==> config.mk <==
export PLATFORM = sky130hd
export DESIGN_NAME = scoreboard_warp_param
export DESIGN_NICKNAME = d
export VERILOG_FILES = /design/src/rtl/scoreboard_warp_param.sv
export SDC_FILE = /design/constraint.sdc
export NUM_CORES = 1
export LEC_CHECK = 0
export CORE_UTILIZATION = 50
export DETAILED_ROUTE_END_ITERATION = 12
export PLACE_DENSITY = 0.71
export RECOVER_POWER = 100
export SLEW_MARGIN = 20
export SYNTH_ARGS = -nofsm -noshare
export SYNTH_HDL_FRONTEND = slang
export SYNTH_SLANG_ARGS = --single-unit
==> constraint.sdc <==
create_clock -name clk -period 4.3 [get_ports clk]
set_input_delay 0.86 -clock clk [delete_from_list [all_inputs] [get_ports clk]]
set_output_delay 0.86 -clock clk [all_outputs]
set_load 0.02 [all_outputs]
==> src/rtl/scoreboard_warp_param.sv <==
// Per-warp register scoreboard: tracks in-flight instructions and flags RAW/WAW/WAR hazards.
// Optional per-entry age watchdog enabled by defining SCB_WATCHDOG_EN.
//
// state     | meaning
// ----------+---------------------------------------------------------
// ST_FREE   | entry unused, available for allocation
// ST_REPLAY | LW/SW waiting on memory replay completion
// ST_WB     | waiting on branch resolution or CDB write-back
module scoreboard_warp_param #(
   parameter int NUM_ENTRIES  = 4,
   parameter int LOG_ENTRIES  = $clog2(NUM_ENTRIES),
   parameter int REG_ID_WIDTH = 5,
   parameter int WDOG_LIMIT   = 1023
) (
   input  logic                    clk,
   input  logic                    rst,
   input  logic                    alloc_valid,
   input  logic [REG_ID_WIDTH-1:0] src1,
   input  logic [REG_ID_WIDTH-1:0] src2,
   input  logic [REG_ID_WIDTH-1:0] dst,
   input  logic                    src1_valid,
   input  logic                    src2_valid,
   input  logic                    dst_valid,
   input  logic                    replayable,
   output logic [LOG_ENTRIES-1:0]  alloc_id,
   input  logic                    replay_complete,
   input  logic [LOG_ENTRIES-1:0]  replay_complete_id,
   input  logic                    replay_sw_lwbar,
   input  logic                    clear_valid_br,
   input  logic [LOG_ENTRIES-1:0]  clear_id_br,
   input  logic                    clear_valid_regwr,
   input  logic [LOG_ENTRIES-1:0]  clear_id_regwr,
   input  logic                    flush,
   output logic                    full,
   output logic                    empty,
   output logic                    dependent,
   output logic [LOG_ENTRIES:0]    occupancy,
   output logic                    overflow_err,
   output logic                    wdog_err,
   output logic [LOG_ENTRIES-1:0]  wdog_id
);

   localparam int OCC_W = LOG_ENTRIES + 1;

   typedef enum logic [1:0] {
      ST_FREE   = 2'd0,
      ST_REPLAY = 2'd1,
      ST_WB     = 2'd2
   } ent_state_e;

   if (NUM_ENTRIES < 2 || WDOG_LIMIT < 1) begin : g_bad_param
      $error("scoreboard_warp_param: NUM_ENTRIES must be >= 2 and WDOG_LIMIT >= 1");
   end

   ent_state_e                state_q  [NUM_ENTRIES];
   ent_state_e                state_cv [NUM_ENTRIES];
   ent_state_e                state_d  [NUM_ENTRIES];
   logic [REG_ID_WIDTH-1:0]   src1_q   [NUM_ENTRIES];
   logic [REG_ID_WIDTH-1:0]   src2_q   [NUM_ENTRIES];
   logic [REG_ID_WIDTH-1:0]   dst_q    [NUM_ENTRIES];
   logic [NUM_ENTRIES-1:0]    src1_v_q;
   logic [NUM_ENTRIES-1:0]    src2_v_q;
   logic [NUM_ENTRIES-1:0]    dst_v_q;

   logic [NUM_ENTRIES-1:0]    hit_br;
   logic [NUM_ENTRIES-1:0]    hit_rw;
   logic [NUM_ENTRIES-1:0]    hit_rc;
   logic                      found;
   logic                      alloc_ok;
   logic [OCC_W-1:0]          occ_d;

   always_comb begin
      for (int i = 0; i < NUM_ENTRIES; i++) begin
         hit_br[i] = clear_valid_br    && (clear_id_br        == LOG_ENTRIES'(i));
         hit_rw[i] = clear_valid_regwr && (clear_id_regwr     == LOG_ENTRIES'(i));
         hit_rc[i] = replay_complete   && (replay_complete_id == LOG_ENTRIES'(i));
      end
   end

   // Cleared view: a REPLAY entry only yields to a write-back that arrives with its LW completion.
   always_comb begin
      for (int i = 0; i < NUM_ENTRIES; i++) begin
         state_cv[i] = state_q[i];
         if (state_q[i] == ST_WB && (hit_br[i] || hit_rw[i]))
            state_cv[i] = ST_FREE;
         if (state_q[i] == ST_REPLAY && hit_rw[i] && hit_rc[i] && !replay_sw_lwbar)
            state_cv[i] = ST_FREE;
      end
   end

   always_comb begin
      found     = 1'b0;
      alloc_id  = '0;
      empty     = 1'b1;
      dependent = 1'b0;
      for (int i = 0; i < NUM_ENTRIES; i++) begin
         if (state_cv[i] == ST_FREE) begin
            if (!found) begin
               found    = 1'b1;
               alloc_id = LOG_ENTRIES'(i);
            end
         end else begin
            empty = 1'b0;
            if (src1_valid && dst_v_q[i] && src1 == dst_q[i])
               dependent = 1'b1;
            if (src2_valid && dst_v_q[i] && src2 == dst_q[i])
               dependent = 1'b1;
            if (dst_valid && dst_v_q[i] && dst == dst_q[i])
               dependent = 1'b1;
            if (dst_valid && ((src1_v_q[i] && dst == src1_q[i]) ||
                              (src2_v_q[i] && dst == src2_q[i])))
               dependent = 1'b1;
         end
      end
      full = !found;
   end

   assign alloc_ok = alloc_valid && !full && !flush;

   always_comb begin
      occ_d = '0;
      for (int i = 0; i < NUM_ENTRIES; i++) begin
         state_d[i] = state_cv[i];
         if (state_cv[i] == ST_REPLAY && hit_rc[i])
            state_d[i] = replay_sw_lwbar ? ST_FREE : ST_WB;
         if (alloc_ok && alloc_id == LOG_ENTRIES'(i))
            state_d[i] = replayable ? ST_REPLAY : ST_WB;
         if (flush)
            state_d[i] = ST_FREE;
         occ_d = occ_d + OCC_W'(state_d[i] != ST_FREE);
      end
   end

   always_ff @(posedge clk) begin
      if (rst) begin
         for (int i = 0; i < NUM_ENTRIES; i++) begin
            state_q[i] <= ST_FREE;
            src1_q[i]  <= '0;
            src2_q[i]  <= '0;
            dst_q[i]   <= '0;
         end
         src1_v_q     <= '0;
         src2_v_q     <= '0;
         dst_v_q      <= '0;
         occupancy    <= '0;
         overflow_err <= 1'b0;
      end else begin
         for (int i = 0; i < NUM_ENTRIES; i++) begin
            state_q[i] <= state_d[i];
            if (alloc_ok && alloc_id == LOG_ENTRIES'(i)) begin
               src1_q[i]   <= src1;
               src2_q[i]   <= src2;
               dst_q[i]    <= dst;
               src1_v_q[i] <= src1_valid;
               src2_v_q[i] <= src2_valid;
               dst_v_q[i]  <= dst_valid;
            end
         end
         occupancy <= occ_d;
         if (alloc_valid && full && !flush)
            overflow_err <= 1'b1;
      end
   end

`ifdef SCB_WATCHDOG_EN
   localparam int AGE_W = $clog2(WDOG_LIMIT + 1);

   logic [AGE_W-1:0]       age_q [NUM_ENTRIES];
   logic                   wdog_hit;
   logic [LOG_ENTRIES-1:0] wdog_hit_id;

   always_comb begin
      wdog_hit    = 1'b0;
      wdog_hit_id = '0;
      for (int i = 0; i < NUM_ENTRIES; i++) begin
         if (!wdog_hit && age_q[i] == AGE_W'(WDOG_LIMIT)) begin
            wdog_hit    = 1'b1;
            wdog_hit_id = LOG_ENTRIES'(i);
         end
      end
   end

   // Ages saturate at the limit; the error and the first offending index are sticky.
   always_ff @(posedge clk) begin
      if (rst) begin
         for (int i = 0; i < NUM_ENTRIES; i++)
            age_q[i] <= '0;
         wdog_err <= 1'b0;
         wdog_id  <= '0;
      end else begin
         for (int i = 0; i < NUM_ENTRIES; i++) begin
            if (alloc_ok && alloc_id == LOG_ENTRIES'(i))
               age_q[i] <= '0;
            else if (state_q[i] != ST_FREE && age_q[i] != AGE_W'(WDOG_LIMIT))
               age_q[i] <= age_q[i] + AGE_W'(1);
         end
         if (!wdog_err && wdog_hit) begin
            wdog_err <= 1'b1;
            wdog_id  <= wdog_hit_id;
         end
      end
   end
`else
   assign wdog_err = 1'b0;
   assign wdog_id  = '0;
`endif

endmodule
==> key figures, run 1 <==
Status
  – Status: complete, but fails checks
  – Failing checks: max-capacitance violations, max-slew violations

Worst setup path
  – CP required: 3.44 ns
  – Worst path max stage delay: 0.65 ns
  – Crit path buf inv count: 2
  – Critical path endpoint category: output pin
  – Cell family with most CP delay: buffers and inverters
  – Maximum fanout along the worst path: 5
  – Startpoint Class: input pin
  – Slowest CP cell: clkdlybuf4s50_1
  – Cell breakdown of the critical path: clkdlybuf4s50_1, xor2_1, nor4_1, nand4_1, nand3_1, a21oi_1, o2111ai_1, clkdlybuf4s50_1
  – WS Path Type: in -> out
  – Most frequent CP cell: clkdlybuf4s50_1
  – Critical path arrival: 3.34 ns

GRT
  – Number of global-route vias before repair: 3567
  – Largest net degree at the start of global routing: 31
  – First-pass GRT wire length: 18890 µm
  – Grt ovf: 0
  – Initial antenna violation count: 0
  – GRT Overall Usage: 0.2504

Detailed routing
  – DR WL/cell: 18.58 µm
  – First-pass DRT Iterations: 4
  – Starting DRT DRC Count: 264
  – Number of antenna-violating nets in the routed design: 0
  – Total number of vias: 3551
  – DRC violations left: 0
  – Total routed wirelength: 11960 µm
  – Via density: 5.514

Timing
  – Max-slew violation count: 16
  – Slew at the pin with the worst max-slew slack: 1.587 ns
  – RSZ-0062 raised after global routing: no
  – Final worst slack: 0.1009 ns
  – Fin. Hold Viols: 0
  – Period utilization: 0.9765
  – Max-slew headroom: -0.06008
  – Final setup fails: 0
  – Minimum clock period after layout: 4.199 ns
  – Max frequency: 238.1 MHz
  – Clock skew: 0.01453 ns

Power
  – Power per cell area: 301.1 nW/µm²
  – Maximum VDD drop: 201.0 µV
  – LEAKAGE: 2.113 nW

Synth
  – Yosys warning total: 0
  – Post-Syn Area: 4979 µm²
  – Main flop type after synthesis: edfxtp_1
  – Commonest cells in the synthesized netlist: xor2_1 (72), and2_1 (61), edfxtp_1 (60), xnor2_1 (28), dfxtp_1 (24)
  – Area leader, netlist: edfxtp_1
  – Sequential-to-total area share from yosys stat: 0.4584
  – Top-area cell type share of the netlist area: 0.3619
  – Post-synth EDFFs: 60
  – Avg Cell Area, Syn: 10.73 µm²
  – Ranking of synthesized cells by area: edfxtp_1 (36%), xor2_1 (13%), dfxtp_1 (9.7%)
  – Most common cell in the netlist: xor2_1
  – Synth Instances: 464
  – Synth unique cells: 62
  – FFs w/ async S/R, synth: 0
  – Seq cells post-synth: 84

Finish
  – Area growth syn-to-layout: 15.05%
  – # diodes: 0
  – Layout fillers: 862
  – Nets: 542
  – Fraction of layout cells with a size suffix above 1: 0.09002
  – Post-Layout Inst Area: 5728 µm²

Place
  – RD Place Congestion: 0.9283
  – Post-DP HPWL: 8845 µm
  – Place WS: -0.01018 ns
  – Post-Place Cell Area: 5619 µm²
  – PortBufs: 41

Worst hold path
  – Min-Delay Path Class: reg -> reg

Floorplanning
  – Io pins: 45
  – FP Rows: 36
  – Die width: 101.8 µm
  – Placeable Area: 9729 µm²
  – Initial core utilization: 0.5117
  – Die H: 101.8 µm
  – Die ar.: 10360 µm²

Job
  – MaxCap Viol Count: 1

Clocking
  – CTS tree: built
  – Clock Path Buffers: 2
  – Worst skew pair latency: 0.37 ns
  – # hold bufs at CTS: 0
  – Clock sinks: 84
  – Clock-pin slew on the worst setup and hold paths: 0.08 ns
  – Total CTS buffers: 9
  – H-tree depth: 3
  – Clock Tree Root: clkbuf_8
[layer usage]
layer | part of all wire | global-route usage | vias to the layer above
li1 | - | - | 1696
met1 | 0.44 | 0.3392 | 1708
met2 | 0.46 | 0.4033 | 120
met3 | 0.069 | 0.03865 | 27
met4 | 0.025 | 0.09922 | 0
met5 | 0 | 0 | -
[path summary, 6_finish.rpt]
path / cells after the start / to / start / slack [ns]
worst max-delay path: 8 / dependent / src2[4] / 0.10
worst min-delay path: 2 / src1_v_q[0] / src1_v_q[0] / 0.47
worst max register to register: 4 / dst_q[2][4] / state_q[2][0] / 1.31
worst min register to register: 2 / src1_v_q[0] / src1_v_q[0] / 0.47
[what timing repair did]
| action | in CTS | in global routing |
|---|---|---|
| setup endpoints to repair | 1 | 1 |
| pin swaps | 0 | 0 |
| gates resized for setup | 1 | 1 |
| buffers inserted | 0 | 0 |
| cloned | 0 | 0 |
[kinds of logic after synthesis]
group           share of synthesized area
simple gates                       0.2357
xor+xnor                           0.1759
flops                              0.4584
compound gates                    0.06308
buf+inv                           0.03895
mux                               0.01810
fa+ha+maj                        0.009047
other cells                     0.0007532
[where the power goes]
group / leakage (nW) / switching, W / internal [W]
clock: 0.0966 / 0.000299 / 0.000270
sequential: 0.817 / 0.0000217 / 0.000895
combinational: 1.20 / 0.000131 / 0.000109
[cells in the final DEF, fill, tap and decap left out, types with 6 or more instances in the layout]
cell type / instances
edfxtp_1: 60
nand4_1: 14
nand3_1: 13
nand3b_1: 6
dfxtp_1: 24
dlygate4sd3_1: 6
mux2i_1: 9
clkdlybuf4s50_1: 34
clkbuf_8: 9
nor2b_1: 6
xnor2_1: 28
a21oi_1: 12
and2_1: 12
o22ai_1: 6
nand2_1: 16
nor4_1: 18
nand2b_1: 13
xor2_1: 72
buf_4: 14
and2_0: 49
nor2_1: 17
[tightest hold or removal path: stages, from the launching register on]
cell	delay (ns)
dfxtp_1	0.32
nand2_1	0.05
a21oi_1	0.05
[flip-flops by register name, summed over array words and instances, names as in the netlist]
signal        count
src2_v_q          4
overflow_err      1
src1_q           20
dst_v_q           4
src2_q           20
occupancy         3
dst_q            20
state_q           8
src1_v_q          4
[metrics by stage]
step / cells / hold WS [ns] / power [W] / utilization / TNS (ns)
floorplan: 466 / 0.4366 / 0.001077 / - / 0
global placement: 628 / 0.4518 / 0.001172 / 0.5775 / 0
detailed placement: 628 / 0.4552 / 0.001178 / 0.5775 / -0.01018
CTS: 644 / 0.4742 / 0.001733 / 0.5972 / 0
global route: 644 / 0.4982 / 0.001787 / 0.5887 / 0
finish: 644 / 0.4748 / 0.001725 / 0.5887 / 0
[final cells by class]
cell class / count / area (µm²) / share of cell area
clock buffer: 10 / 127.6 / 0.02228
timing repair buffer: 64 / 633.1 / 0.1105
sequential: 84 / 2282 / 0.3984
inverter: 4 / 15.01 / 0.002621
clock inverter: 6 / 65.06 / 0.01136
tap: 133 / 166.4 / 0.02905
multi-input combinational: 343 / 2439 / 0.4257
(Power assumes the default switching activity.)
==> inputs of run 2 (changes only) <==
- CORE_MARGIN: default -> 3
- SKIP_CTS_REPAIR_TIMING: default -> 1
==> run 2 against run 1 <==
The flow now finishes without violations. Die area is 8.0% higher. Count of clock-buffer cells in the layout is 1 higher. Final cell count is 0.16% lower. Highest routed layer unchanged. Critical path type unchanged. Fmax is 0.70% higher.
==> key figures, run 2 (synthesized netlist as in run 1, its figures left out) <==
Status
  – Status: finished clean

Timing
  – Period utilization: 0.9697
  – Clock skew: 0.008364 ns
  – Slew at the pin with the worst max-slew slack: 1.233 ns
  – WHS: 0.4721 ns
  – RSZ-0062 raised after global routing: no
  – Max-slew violation count: 0
  – Max-slew headroom: 0.1780
  – Final setup fails: 0
  – Max frequency: 239.8 MHz
  – Fin. Hold Viols: 0
  – Minimum clock period after layout: 4.170 ns

Floorplanning
  – Die H: 105.8 µm
  – Die ar.: 11190 µm²
  – Placeable Area: 9459 µm²
  – FP Rows: 35
  – Initial core utilization: 0.5263
  – Io pins: 45
  – Die width: 105.8 µm

Worst setup path
  – Maximum fanout along the worst path: 5
  – Critical path arrival: 3.31 ns
  – WS Path Type: in -> out
  – Startpoint Class: input pin
  – CP required: 3.44 ns
  – Critical path endpoint category: output pin

Finish
  – Commonest cells after routing, fill and taps aside: xor2_1 (72), edfxtp_1 (60), and2_0 (47), clkdlybuf4s50_1 (30), xnor2_1 (28)
  – Final std cells w/o fill: 643
  – Layout fillers: 803
  – Biggest regs: dst_q: 20 flops, src1_q: 20 flops, src2_q: 20 flops
  – # diodes: 0
  – Area growth syn-to-layout: 15.08%
  – Fraction of layout cells with a size suffix above 1: 0.09339
  – Post-Layout Inst Area: 5729 µm²
  – Commonest non-fill, non-tap cell in the layout: xor2_1
  – Nets: 545

Power
  – Power Total: 0.001656 W
  – LEAKAGE: 2.136 nW
  – Power per cell area: 289.0 nW/µm²
  – Maximum VDD drop: 141.1 µV

Detailed routing
  – First-pass DRT Iterations: 4
  – Total number of vias: 3638
  – DR WL/cell: 18.82 µm
  – Total routed wirelength: 12100 µm
  – Number of antenna-violating nets in the routed design: 0
  – Via density: 5.658
  – DRC violations left: 0
  – Starting DRT DRC Count: 243

Job
  – MaxCap Viol Count: 0

Clocking
  – Worst skew pair latency: 0.35 ns
  – CTS tree: built
  – H-tree depth: 3
  – Clock Tree Root: clkbuf_8
  – Clock sinks: 84
  – Clock Path Buffers: 2
  – Total CTS buffers: 9
  – Clock-pin slew on the worst setup and hold paths: 0.09 ns

GRT
  – Grt ovf: 0
  – Met3 Track Usage GR: 0.04348
  – Grt met2 use: 0.3661
  – First-pass GRT wire length: 19350 µm
  – Busiest grt layer: met2
  – GRT Overall Usage: 0.2257
  – Global routing met1 resource utilization: 0.3093
  – Number of global-route vias before repair: 3671
  – Initial antenna violation count: 0
  – Largest net degree at the start of global routing: 31

Place
  – Post-DP HPWL: 8772 µm
  – PortBufs: 41
  – RD Place Congestion: 0.8788
  – Post-Place Cell Area: 5614 µm²
  – Cell total after placement: 624

Worst hold path
  – Min-Delay Path Class: reg -> reg
==> run 2: stage by stage <==
stage	setup TNS, ns	util	worst slack, ns
2_1_floorplan	0	-	0.9763
3_3_place_gp	-0.009313	0.5935	-0.009313
3_5_place_dp	0	0.5935	0.007200
4_1_cts	-0.01103	0.6115	-0.01103
5_1_grt	0	0.6057	0.02974
6_report	0	0.6057	0.1301
==> run 2: worst paths after layout <==
path                            depth (start not counted)      endpoint  slack, ns                  start
worst max-delay path                                    8   alloc_id[1]       0.13  replay_complete_id[1]
worst min-delay path                                    2   src1_v_q[0]       0.47            src1_v_q[0]
worst max register to register                         12  occupancy[1]       1.50          state_q[0][0]
worst min register to register                          2   src1_v_q[0]       0.47            src1_v_q[0]
==> run 2: area by class of cell <==
type	instances	area, µm²	area share
sequential	84	2282	0.3983
inverter	4	15.01	0.002621
tap	129	161.4	0.02817
clock buffer	11	131.4	0.02293
clock inverter	5	38.79	0.006770
multi-input combinational	343	2449	0.4274
timing repair buffer	67	651.9	0.1138
==> run 2: worst max-delay path: stages <==
cell and delay, ns:
dlygate4sd3_1 0.61, nor4b_1 0.45, nand2_1 0.12, a22oi_2 0.26, buf_4 0.20, buf_4 0.11
nor3_1 0.04, dlygate4sd3_1 0.66
==> run 2: power breakdown <==
part           internal [W]  switching, W  leakage [nW]
combinational      0.000109      0.000130          1.23
clock              0.000212      0.000288        0.0835
sequential         0.000895     0.0000210         0.817
==> run 2: per-layer routing <==
layer,vias up,share of wire
met2,125,0.47
met3,20,0.065
met5,-,0
met1,1789,0.45
met4,0,0.016
li1,1704,-
==> inputs of run 3 (changes only) <==
- MAX_ROUTING_LAYER: default -> met4
- PLACE_DENSITY: 0.71 -> 0.74
- clock period: 4.3 -> 3.4 ns (I/O delays scaled with it)
==> run 3 against run 2 <==
The flow now finishes with violations (negative setup slack). Critical path depth up 1. Wire length rose by 4.0%. Worst hold slack got worse by 0.0029 ns. Flip-flop and latch count unchanged. Via count grew 4.0%. Sequential power is 27% higher. Clock power rose by 31%. Global-route usage grew 1.3 points. Register-to-register slack worse by 0.91 ns. Cell area grew 8.2%. Sequential share of layout area is 3.0 points lower. First-iteration DRC count is 33% higher. Critical path type unchanged.
==> key figures, run 3 (synthesized netlist as in run 1, its figures left out) <==
Status
  – Status: complete, but fails checks
  – Failing checks: negative setup slack

Clocking
  – Total CTS buffers: 9
  – Worst skew pair latency: 0.36 ns
  – Clock sinks: 84
  – Clock Tree Root: clkbuf_8
  – H-tree depth: 3
  – Clock-pin slew on the worst setup and hold paths: 0.09 ns
  – Clock Path Buffers: 2
  – CTS tree: built

GRT
  – First-pass GRT wire length: 20020 µm
  – Largest net degree at the start of global routing: 31
  – Grt ovf: 0
  – Number of global-route vias before repair: 3897
  – Initial antenna violation count: 0
  – GRT Overall Usage: 0.2388

Detailed routing
  – Number of antenna-violating nets in the routed design: 0
  – DRC violations left: 0
  – Via density: 5.459
  – Total routed wirelength: 12590 µm
  – First-pass DRT Iterations: 5
  – Total number of vias: 3783
  – DR WL/cell: 18.17 µm
  – Starting DRT DRC Count: 322

Power
  – Switch share: 0.2739
  – Maximum VDD drop: 184.3 µV
  – Power Total: 0.002155 W
  – Seq pwr share: 0.538
  – Power per cell area: 347.6 nW/µm²
  – Power share of the combinational group: 0.159
  – LEAKAGE: 2.498 nW
  – Pint: 0.001565 W
  – Switching pwr: 0.0005904 W
  – Clk network pwr share: 0.303

Worst setup path
  – Maximum fanout along the worst path: 12
  – Startpoint Class: input pin
  – Worst path max stage delay: 0.53 ns
  – CP required: 2.72 ns
  – Crit path capture: dependent
  – Critical path arrival: 2.89 ns
  – Cell family with most CP delay: buffers and inverters
  – Critical path endpoint category: output pin
  – Critical R2R Launch: state_q[1][0]
  – Cell breakdown of the critical path: clkdlybuf4s50_1, buf_12, xor2_1, nor4_1, nand3_1, a21boi_0, o21ai_0, o2111ai_1, clkbuf_2
  – Crit path buf inv count: 3
  – Crit path launch: dst[4]
  – WS Path Type: in -> out
  – Worst path depth: 9
  – Flop2flop setup slack: 0.59 ns
  – Slowest CP cell: clkdlybuf4s50_1
  – Worst r2r path cells: 10
  – RR Endpoint: occupancy[1]

Timing
  – Minimum clock period after layout: 3.567 ns
  – RSZ-0062 raised after global routing: yes
  – Clock skew: 0.01078 ns
  – WHS: 0.4691 ns
  – Final worst slack: -0.1669 ns
  – Period utilization: 1.049
  – Final setup fails: 2
  – Fin. Hold Viols: 0
  – Max frequency: 280.4 MHz
  – Max-slew violation count: 0

Finish
  – Area growth syn-to-layout: 24.53%
  – Commonest non-fill, non-tap cell in the layout: xor2_1
  – Nets: 595
  – Fraction of layout cells with a size suffix above 1: 0.1968
  – Final core occ: 0.6554
  – Final std cells w/o fill: 693
  – Post-Layout Inst Area: 6200 µm²
  – Commonest cells after routing, fill and taps aside: xor2_1 (72), buf_4 (68), and2_1 (61), edfxtp_1 (60), clkdlybuf4s50_1 (29)
  – # diodes: 0
  – Biggest regs: dst_q: 20 flops, src1_q: 20 flops, src2_q: 20 flops
  – Layout fillers: 762

Floorplanning
  – Initial core utilization: 0.5263
  – Io pins: 45
  – Die width: 105.8 µm
  – FP Rows: 35
  – Die H: 105.8 µm
  – Die ar.: 11190 µm²
  – Placeable Area: 9459 µm²

Worst hold path
  – Min-Delay Path Class: reg -> reg

Place
  – Post-Place Cell Area: 5997 µm²
  – RD Place Congestion: 0.9552
  – Post-DP HPWL: 9269 µm
  – PortBufs: 41
  – Cell total after placement: 675

Job
  – MaxCap Viol Count: 0
run 3: final cells by class:
cell class | instances | area (µm²) | area share
multi-input cells | 343 | 2522 | 0.4069
flip-flops and latches | 84 | 2282 | 0.3681
repair buffers | 117 | 1042 | 0.1681
well taps | 129 | 161.4 | 0.02603
clock buffers | 9 | 123.9 | 0.01998
clock inverters | 7 | 52.55 | 0.008476
inverters | 4 | 15.01 | 0.002422
run 3: tightest hold or removal path, cell delays in order, from the launching register on:
cell	delay [ns]
dfxtp_1	0.32
nand2_1	0.05
a21oi_1	0.05
run 3: per-layer routing:
| metal | global-route usage | share of wire | vias to the layer above |
|---|---|---|---|
| met4 | 0.08048 | 0.025 | 0 |
| met3 | 0.04899 | 0.069 | 29 |
| met5 | - | 0 | - |
| li1 | - | - | 1806 |
| met1 | 0.3209 | 0.44 | 1795 |
| met2 | 0.3629 | 0.47 | 153 |
run 3: power groups by stage:
stage | Sequential, W | Clock (W) | Combinational [W]
finish | 0.00116 | 0.000653 | 0.000343
global route | 0.00116 | 0.000715 | 0.000366
CTS | 0.00116 | 0.000667 | 0.000340
detailed placement | 0.00118 | 0 | 0.000338
global placement | 0.00118 | 0 | 0.000331
floorplan | 0.00118 | 0 | 0.000186
run 3: worst min-delay path by stage:
stage                             from            to  slack, ns  cells past startpoint
after global placement     src2_v_q[0]   src2_v_q[0]       0.45                      2
after detailed placement   src1_v_q[0]   src1_v_q[0]       0.46                      2
after floorplan            src1_v_q[0]   src1_v_q[0]       0.44                      2
after global routing      overflow_err  overflow_err       0.51                      2
after CTS                  src1_v_q[0]   src1_v_q[0]       0.47                      2
final                      src1_v_q[0]   src1_v_q[0]       0.47                      2
run 3: per-stage QoR:
stage               TNS [ns]  setup WS [ns]
CTS                   -1.147        -0.5388
floorplan                  0         0.2563
detailed placement    -1.618        -0.5269
global route         -0.3938        -0.2051
finish               -0.2399        -0.1669
global placement      -1.574        -0.5028
